===== config.mk =====
export PLATFORM = sky130hd
export DESIGN_NAME = serial_addsub_flat
export DESIGN_NICKNAME = d
export VERILOG_FILES = /design/src/rtl/serial_addsub_if.sv /design/src/rtl/serial_addsub.sv /design/src/flat_wrapper.sv
export SDC_FILE = /design/constraint.sdc
export NUM_CORES = 1
export LEC_CHECK = 0
export ABC_AREA = 0
export CAP_MARGIN = 20
export CORE_UTILIZATION = 55
export CTS_CLUSTER_DIAMETER = 40
export CTS_CLUSTER_SIZE = 16
export DETAILED_ROUTE_END_ITERATION = 8
export PLACE_DENSITY = 0.91
export SYNTH_ARGS = -nofsm -noshare
export SYNTH_HDL_FRONTEND = slang
export SYNTH_SLANG_ARGS = --single-unit
export TNS_END_PERCENT = 20

===== constraint.sdc =====
create_clock -name clk -period 3.4 [get_ports clk]
set_input_delay 1.02 -clock clk [delete_from_list [all_inputs] [get_ports clk]]
set_output_delay 1.02 -clock clk [all_outputs]
set_load 0.03 [all_outputs]

===== src/rtl/serial_addsub_if.sv =====
// Operand/result bundle for the bit-serial adder/subtractor.
// master drives the request side; slave is the arithmetic unit.
interface serial_addsub_if #(
  parameter int WIDTH = 8
);
  logic             start;
  logic             mode;
  logic             cin;
  logic [WIDTH-1:0] a;
  logic [WIDTH-1:0] b;
  logic             busy;
  logic             done;
  logic [WIDTH-1:0] result;
  logic             cout;
  logic             ovf;
  logic             zero;

  modport master (
    output start, mode, cin, a, b,
    input  busy, done, result, cout, ovf, zero
  );

  modport slave (
    input  start, mode, cin, a, b,
    output busy, done, result, cout, ovf, zero
  );
endinterface


===== src/rtl/serial_addsub.sv =====
// Bit-serial adder/subtractor: one full-adder slice plus a carry flop,
// LSB first, WIDTH clocks per operation. Subtraction is a + ~b + ~bin.
module serial_addsub #(
  parameter int WIDTH = 8
) (
  input  logic           clk,
  input  logic           rst,
  serial_addsub_if.slave bus
);

  localparam int CNT_W = $clog2(WIDTH + 1);

  typedef enum logic {
    IDLE,
    RUN
  } state_t;

  state_t             state_q, state_d;
  logic [CNT_W-1:0]   cnt_q, cnt_d;
  logic [WIDTH-1:0]   a_q, a_d;
  logic [WIDTH-1:0]   b_q, b_d;
  logic [WIDTH-2:0]   sum_q, sum_d;
  logic               carry_q, carry_d;
  logic               mode_q, mode_d;
  logic [WIDTH-1:0]   res_q, res_d;
  logic               cout_q, cout_d;
  logic               ovf_q, ovf_d;
  logic               zero_q, zero_d;
  logic               done_q, done_d;

  logic               fa_s;
  logic               fa_c;
  logic               last;
  logic [WIDTH-1:0]   full_sum;

  // Full-adder slice on the current LSBs and the carry flop.
  always_comb begin
    fa_s     = a_q[0] ^ b_q[0] ^ carry_q;
    fa_c     = (a_q[0] & b_q[0]) | (a_q[0] & carry_q) | (b_q[0] & carry_q);
    last     = (state_q == RUN) && (cnt_q == CNT_W'(WIDTH - 1));
    full_sum = {fa_s, sum_q};
  end

  // State register and datapath flops.
  always_ff @(posedge clk) begin
    if (rst) begin
      state_q <= IDLE;
      cnt_q   <= '0;
      a_q     <= '0;
      b_q     <= '0;
      sum_q   <= '0;
      carry_q <= 1'b0;
      mode_q  <= 1'b0;
      res_q   <= '0;
      cout_q  <= 1'b0;
      ovf_q   <= 1'b0;
      zero_q  <= 1'b0;
      done_q  <= 1'b0;
    end else begin
      state_q <= state_d;
      cnt_q   <= cnt_d;
      a_q     <= a_d;
      b_q     <= b_d;
      sum_q   <= sum_d;
      carry_q <= carry_d;
      mode_q  <= mode_d;
      res_q   <= res_d;
      cout_q  <= cout_d;
      ovf_q   <= ovf_d;
      zero_q  <= zero_d;
      done_q  <= done_d;
    end
  end

  // Next-state logic: start only matters in IDLE, RUN lasts WIDTH edges.
  always_comb begin
    state_d = state_q;
    case (state_q)
      IDLE:    if (bus.start) state_d = RUN;
      RUN:     if (last)      state_d = IDLE;
      default: state_d = IDLE;
    endcase
  end

  // Datapath: operand capture, serial shift, and flag capture on the last bit.
  always_comb begin
    cnt_d   = cnt_q;
    a_d     = a_q;
    b_d     = b_q;
    sum_d   = sum_q;
    carry_d = carry_q;
    mode_d  = mode_q;
    res_d   = res_q;
    cout_d  = cout_q;
    ovf_d   = ovf_q;
    zero_d  = zero_q;
    done_d  = 1'b0;
    case (state_q)
      IDLE: begin
        if (bus.start) begin
          a_d     = bus.a;
          b_d     = bus.mode ? ~bus.b : bus.b;
          carry_d = bus.cin ^ bus.mode;
          mode_d  = bus.mode;
          cnt_d   = '0;
        end
      end
      RUN: begin
        a_d     = a_q >> 1;
        b_d     = b_q >> 1;
        // Only WIDTH-1 sum bits are stored; the final bit goes straight to result.
        sum_d   = sum_q >> 1;
        sum_d[WIDTH-2] = fa_s;
        carry_d = fa_c;
        cnt_d   = cnt_q + CNT_W'(1);
        if (last) begin
          res_d  = full_sum;
          cout_d = fa_c ^ mode_q;
          ovf_d  = carry_q ^ fa_c;
          zero_d = (full_sum == '0);
          done_d = 1'b1;
        end
      end
      default: ;
    endcase
  end

  // Outputs: busy from state, everything else from held registers.
  always_comb begin
    bus.busy   = (state_q == RUN);
    bus.done   = done_q;
    bus.result = res_q;
    bus.cout   = cout_q;
    bus.ovf    = ovf_q;
    bus.zero   = zero_q;
  end

endmodule


===== src/flat_wrapper.sv =====
// flat-port wrapper written by rule: the top's interface ports become plain ports
module serial_addsub_flat 
#(
  parameter int WIDTH = 8
)
  (clk, rst, bus_start, bus_mode, bus_cin, bus_a, bus_b, bus_busy, bus_done, bus_result, bus_cout, bus_ovf, bus_zero);
  serial_addsub_if #(.WIDTH(WIDTH)) bus_i ();
  input  logic clk;
  input  logic rst;
  input wire logic [$bits(bus_i.start)-1:0] bus_start;
  input wire logic [$bits(bus_i.mode)-1:0] bus_mode;
  input wire logic [$bits(bus_i.cin)-1:0] bus_cin;
  input wire logic [$bits(bus_i.a)-1:0] bus_a;
  input wire logic [$bits(bus_i.b)-1:0] bus_b;
  output wire logic [$bits(bus_i.busy)-1:0] bus_busy;
  output wire logic [$bits(bus_i.done)-1:0] bus_done;
  output wire logic [$bits(bus_i.result)-1:0] bus_result;
  output wire logic [$bits(bus_i.cout)-1:0] bus_cout;
  output wire logic [$bits(bus_i.ovf)-1:0] bus_ovf;
  output wire logic [$bits(bus_i.zero)-1:0] bus_zero;
  assign bus_i.start = bus_start;
  assign bus_i.mode = bus_mode;
  assign bus_i.cin = bus_cin;
  assign bus_i.a = bus_a;
  assign bus_i.b = bus_b;
  assign bus_busy = bus_i.busy;
  assign bus_done = bus_i.done;
  assign bus_result = bus_i.result;
  assign bus_cout = bus_i.cout;
  assign bus_ovf = bus_i.ovf;
  assign bus_zero = bus_i.zero;
  serial_addsub #(.WIDTH(WIDTH)) u_core (.clk(clk), .rst(rst), .bus(bus_i));
endmodule

==> impl_results.html <==
<table>
<tr><th>Metric</th><th>Value</th></tr>
<tr><th colspan="2">Detailed routing</th></tr>
<tr><td>Total detailed-routing wirelength</td><td>3.34 mm</td></tr>
<tr><td>Violation count after the first detailed-route iteration</td><td>31</td></tr>
<tr><td>Average wire per cell in the routed design</td><td>13.3 um</td></tr>
<tr><td>Count of antenna-violating nets left after detailed routing</td><td>0</td></tr>
<tr><td>Detail-routed via count per cell</td><td>5.32</td></tr>
<tr><td>DR DRC count</td><td>0</td></tr>
<tr><td>Number of detailed-route iterations in the first pass</td><td>4</td></tr>
<tr><td>Number of vias after detailed routing</td><td>1336</td></tr>
<tr><th colspan="2">CTS</th></tr>
<tr><td>Root buffer cell</td><td>sky130_fd_sc_hd__clkbuf_4</td></tr>
<tr><td># clock sinks</td><td>42</td></tr>
<tr><td>TritonCTS clock tree</td><td>done</td></tr>
<tr><td>Deepest clock path buffer count</td><td>2</td></tr>
<tr><td>Number of H-tree branching levels</td><td>2</td></tr>
<tr><td>Number of buffers added for setup after CTS</td><td>0</td></tr>
<tr><td>Cts-stage hold buffer count</td><td>0</td></tr>
<tr><td>Number of buffers inserted during clock tree synthesis</td><td>5</td></tr>
<tr><td>Post_cts resized</td><td>0</td></tr>
<tr><td>Clk_lat worst skew</td><td>360 ps</td></tr>
<tr><td>Clock-pin slew on the worst setup and hold paths</td><td>130 ps</td></tr>
<tr><th colspan="2">Cells and area</th></tr>
<tr><td>Share of cells above drive strength 1</td><td>0.101</td></tr>
<tr><td>Filler cell count in the final layout</td><td>248</td></tr>
<tr><td>Number of antenna cells inserted</td><td>0</td></tr>
<tr><td>Design area</td><td>2190 um2</td></tr>
<tr><td>Final-stage net count</td><td>229</td></tr>
<tr><td>Share of the core filled with cells</td><td>0.712</td></tr>
<tr><td>Post-synthesis to final-layout area growth</td><td>21.8%</td></tr>
<tr><th colspan="2">Die</th></tr>
<tr><td>Standard-cell row count</td><td>20</td></tr>
<tr><td>Area of the core</td><td>3080 um2</td></tr>
<tr><td>Horizontal extent of the die</td><td>59.2 um</td></tr>
<tr><td>Total I/O pin count</td><td>34</td></tr>
<tr><td>Vertical die dimension</td><td>59.2 um</td></tr>
<tr><td>Initial Utilization</td><td>0.585</td></tr>
<tr><td>Area enclosed by the die boundary</td><td>3510 um2</td></tr>
<tr><th colspan="2">Yosys</th></tr>
<tr><td>Total number of yosys warnings</td><td>0</td></tr>
<tr><td>Netlist cell types</td><td>29</td></tr>
<tr><td>Synthesized netlist net count</td><td>201</td></tr>
<tr><td>Synthesized area</td><td>1800 um2</td></tr>
<tr><td>Top-area cell type share of the netlist area</td><td>0.467</td></tr>
<tr><td>Mean instance size in the synthesized netlist</td><td>10.1 um2</td></tr>
<tr><td>FF+latch count, synth</td><td>42</td></tr>
<tr><td>Part of the Yosys area used for sequential elements</td><td>0.467</td></tr>
<tr><td>Area contributors post-synth</td><td>sky130_fd_sc_hd__dfxtp_1, sky130_fd_sc_hd__mux2i_1, sky130_fd_sc_hd__nor2_1</td></tr>
<tr><td>Library cell occupying the most area in the post-synthesis netlist</td><td>sky130_fd_sc_hd__dfxtp_1</td></tr>
<tr><td>Post-synthesis cell count</td><td>178</td></tr>
<tr><th colspan="2">Placed design</th></tr>
<tr><td>Global placer's final weighted congestion</td><td>0.697</td></tr>
<tr><td>Cell area after placement</td><td>2110 um2</td></tr>
<tr><td>Half-perimeter wire length after detailed placement</td><td>2.39 mm</td></tr>
<tr><td>PortBufs</td><td>33</td></tr>
<tr><th colspan="2">Worst hold path</th></tr>
<tr><td>Worst min-delay path class</td><td>flip-flop to flip-flop</td></tr>
<tr><th colspan="2">GRT</th></tr>
<tr><td>Largest net degree at the start of global routing</td><td>45</td></tr>
<tr><td>Aggregate global routing overflow</td><td>0</td></tr>
<tr><td>Initial antenna violation count</td><td>0</td></tr>
<tr><td>Vias in the first global route</td><td>1220</td></tr>
<tr><td>Total global routing track utilization</td><td>0.217</td></tr>
<tr><td>Wire length of the first global-routing pass</td><td>5.53 mm</td></tr>
<tr><th colspan="2">Timing</th></tr>
<tr><td>Fmax</td><td>411 MHz</td></tr>
<tr><td>Setup TNS</td><td>0 ps</td></tr>
<tr><td>Share of the cycle needed by the critical path after routing</td><td>0.715</td></tr>
<tr><td>Final setup violation count</td><td>0</td></tr>
<tr><td>Endpoints failing hold</td><td>0</td></tr>
<tr><td>Worst slew slack as a fraction of its limit</td><td>0.560</td></tr>
<tr><td>Period minus WS final</td><td>2430 ps</td></tr>
<tr><td>Setup clock skew after layout</td><td>15.2 ps</td></tr>
<tr><td>Unrepaired setup endpoints after global routing</td><td>false</td></tr>
<tr><td>Tightest Pin Transition</td><td>657 ps</td></tr>
<tr><td>Number of slew-limit violations in the final report</td><td>0</td></tr>
<tr><td>Post-route worst hold slack</td><td>477 ps</td></tr>
<tr><th colspan="2">Power and ir drop</th></tr>
<tr><td>Power spent charging and discharging nets</td><td>245 uW</td></tr>
<tr><td>Share of power burned in registers</td><td>0.536</td></tr>
<tr><td>Leak Pwr</td><td>0.860 nW</td></tr>
<tr><td>Internal cell power</td><td>735 uW</td></tr>
<tr><td>Total power per unit cell area</td><td>447 nW/um2</td></tr>
<tr><td>Combinational group share of total power</td><td>0.130</td></tr>
<tr><td>Clock share of power</td><td>0.333</td></tr>
<tr><td>Maximum ir drop on the vdd rail</td><td>278 uV</td></tr>
<tr><td>Sum of internal, switching and leakage power</td><td>979 uW</td></tr>
<tr><td>Sw frac</td><td>0.250</td></tr>
<tr><th colspan="2">Setup path</th></tr>
<tr><td>Critical Path RT</td><td>2380 ps</td></tr>
<tr><td>Crit end category</td><td>output port</td></tr>
<tr><td>CP cell instances</td><td>clkdlybuf4s50_1</td></tr>
<tr><td>Arrival time worst endpoint</td><td>1410 ps</td></tr>
<tr><td>Buf+Inv Stages, Crit Path</td><td>1</td></tr>
<tr><td>Setup Crit Path Kind</td><td>flip-flop to output port</td></tr>
<tr><td>Worst-path fanout max</td><td>2</td></tr>
<tr><td>Worst stage delay on the critical path</td><td>680 ps</td></tr>
<tr><td>Cell family contributing the most delay on the critical path</td><td>buffers and inverters</td></tr>
<tr><td>Startpoint class of the critical path</td><td>flip-flop</td></tr>
<tr><td>Critical Path Slowest Stage Cell</td><td>sky130_fd_sc_hd__clkdlybuf4s50_1</td></tr>
<tr><th colspan="2">Outcome</th></tr>
<tr><td>Run status</td><td>finished, final reports clean</td></tr>
<tr><th colspan="2">Run</th></tr>
<tr><td>Number of max-cap violations</td><td>0</td></tr>
</table>
[per-layer routing]
layer | GRT usage | routed length [um] | vias up
li1 | - | - | 673
met1 | 0.251 | 1460 | 628
met2 | 0.366 | 1680 | 29
met3 | 0.0764 | 143 | 6
met4 | 0.0816 | 52 | 0
met5 | 0 | 0 | -
[flip-flops by register name, summed over array words and instances (netlist names)]
signal	count
u_core.cnt_q	4
u_core.b_q	8
u_core.bus.result	8
u_core.carry_q	1
u_core.bus.zero	1
u_core.mode_q	1
u_core.bus.ovf	1
u_core.bus.done	1
u_core.bus.busy	1
u_core.a_q	8
u_core.bus.cout	1
u_core.sum_q	7
[placed cells by master (no fill, tap or decap)]
cell	n
sky130_fd_sc_hd__a211o_1	8
sky130_fd_sc_hd__fa_1	1
sky130_fd_sc_hd__nand3b_1	1
sky130_fd_sc_hd__xnor2_1	9
sky130_fd_sc_hd__clkdlybuf4s50_1	33
sky130_fd_sc_hd__dfxtp_2	1
sky130_fd_sc_hd__nor4_1	2
sky130_fd_sc_hd__nand2_1	9
sky130_fd_sc_hd__a22o_1	10
sky130_fd_sc_hd__inv_1	2
sky130_fd_sc_hd__mux2_2	7
sky130_fd_sc_hd__o21a_1	2
sky130_fd_sc_hd__buf_4	3
sky130_fd_sc_hd__nand4b_1	1
sky130_fd_sc_hd__dfxtp_1	41
sky130_fd_sc_hd__a32o_1	1
sky130_fd_sc_hd__nor3_1	1
sky130_fd_sc_hd__nor2b_4	1
sky130_fd_sc_hd__clkinvlp_4	2
sky130_fd_sc_hd__a2111oi_2	1
sky130_fd_sc_hd__o21ai_0	1
sky130_fd_sc_hd__a211oi_1	1
sky130_fd_sc_hd__mux2i_1	15
sky130_fd_sc_hd__clkbuf_4	5
sky130_fd_sc_hd__ha_1	1
sky130_fd_sc_hd__a21oi_1	13
sky130_fd_sc_hd__nor2_1	27
sky130_fd_sc_hd__bufinv_16	1
sky130_fd_sc_hd__nand3_1	1
sky130_fd_sc_hd__xor2_1	3
sky130_fd_sc_hd__nor3b_1	3
[power groups by stage]
stage	sequential (mW)	clock (mW)	combinational, mW
after global placement	0.534	0	0.122
after floorplan	0.534	0	0.0929
final	0.525	0.326	0.128
after CTS	0.525	0.330	0.128
after detailed placement	0.536	0	0.128
after global routing	0.528	0.348	0.141
[cells by family after synthesis]
kind of cell             share of synthesized area
AO/OA/AOI/OAI                                0.153
adder cells (fa/ha/maj)                     0.0181
AND/OR/NAND/NOR                              0.117
buffers and inverters                       0.0598
multiplexers                                 0.127
flip-flops                                   0.467
XOR/XNOR                                    0.0584
[cell type report]
class / count / area (um2) / area share
Multi-Input combinational cell: 119 / 852 / 0.389
Sequential cell: 42 / 842 / 0.384
Timing Repair Buffer: 36 / 353 / 0.161
Tap cell: 44 / 55.1 / 0.0251
Clock inverter: 3 / 45.0 / 0.0205
Clock buffer: 5 / 37.5 / 0.0171
Inverter: 2 / 7.51 / 0.00342
[per-stage QoR]
step / std cells / setup slack (ps)
6_report: 251 / 969
5_1_grt: 251 / 924
4_1_cts: 251 / 963
3_5_place_dp: 243 / 764
3_3_place_gp: 243 / 837
2_1_floorplan: 178 / 1530
[synthesized netlist by cell type]
master and number:
sky130_fd_sc_hd__dfxtp_1 42, sky130_fd_sc_hd__nor2_1 27, sky130_fd_sc_hd__mux2i_1 15, sky130_fd_sc_hd__a21oi_1 13, sky130_fd_sc_hd__a22o_1 10, sky130_fd_sc_hd__nand2_1 9
sky130_fd_sc_hd__xnor2_1 9, sky130_fd_sc_hd__a211o_1 8, sky130_fd_sc_hd__buf_2 8, sky130_fd_sc_hd__mux2_2 7, sky130_fd_sc_hd__buf_4 3, sky130_fd_sc_hd__buf_6 3
sky130_fd_sc_hd__nor3b_1 3, sky130_fd_sc_hd__xor2_1 3, sky130_fd_sc_hd__inv_1 2, sky130_fd_sc_hd__nor4_1 2, sky130_fd_sc_hd__o21a_1 2, sky130_fd_sc_hd__a2111oi_2 1
sky130_fd_sc_hd__a211oi_1 1, sky130_fd_sc_hd__a32o_1 1, sky130_fd_sc_hd__clkbuf_1 1, sky130_fd_sc_hd__fa_1 1, sky130_fd_sc_hd__ha_1 1, sky130_fd_sc_hd__nand3_1 1
sky130_fd_sc_hd__nand3b_1 1, sky130_fd_sc_hd__nand4b_1 1, sky130_fd_sc_hd__nor2b_4 1, sky130_fd_sc_hd__nor3_1 1, sky130_fd_sc_hd__o21ai_0 1
[path summary, 6_finish.rpt]
| check | start | endpoint | slack, ps | depth (start not counted) |
|---|---|---|---|---|
| setup / recovery | u_core.bus.busy | bus_busy | 970 | 1 |
| hold / removal | u_core.b_q[1] | u_core.b_q[0] | 480 | 2 |
| setup reg to reg | u_core.bus.busy | u_core.bus.zero | 1520 | 4 |
| hold reg to reg | u_core.b_q[1] | u_core.b_q[0] | 480 | 2 |
Power figures use the tool's default switching activity.
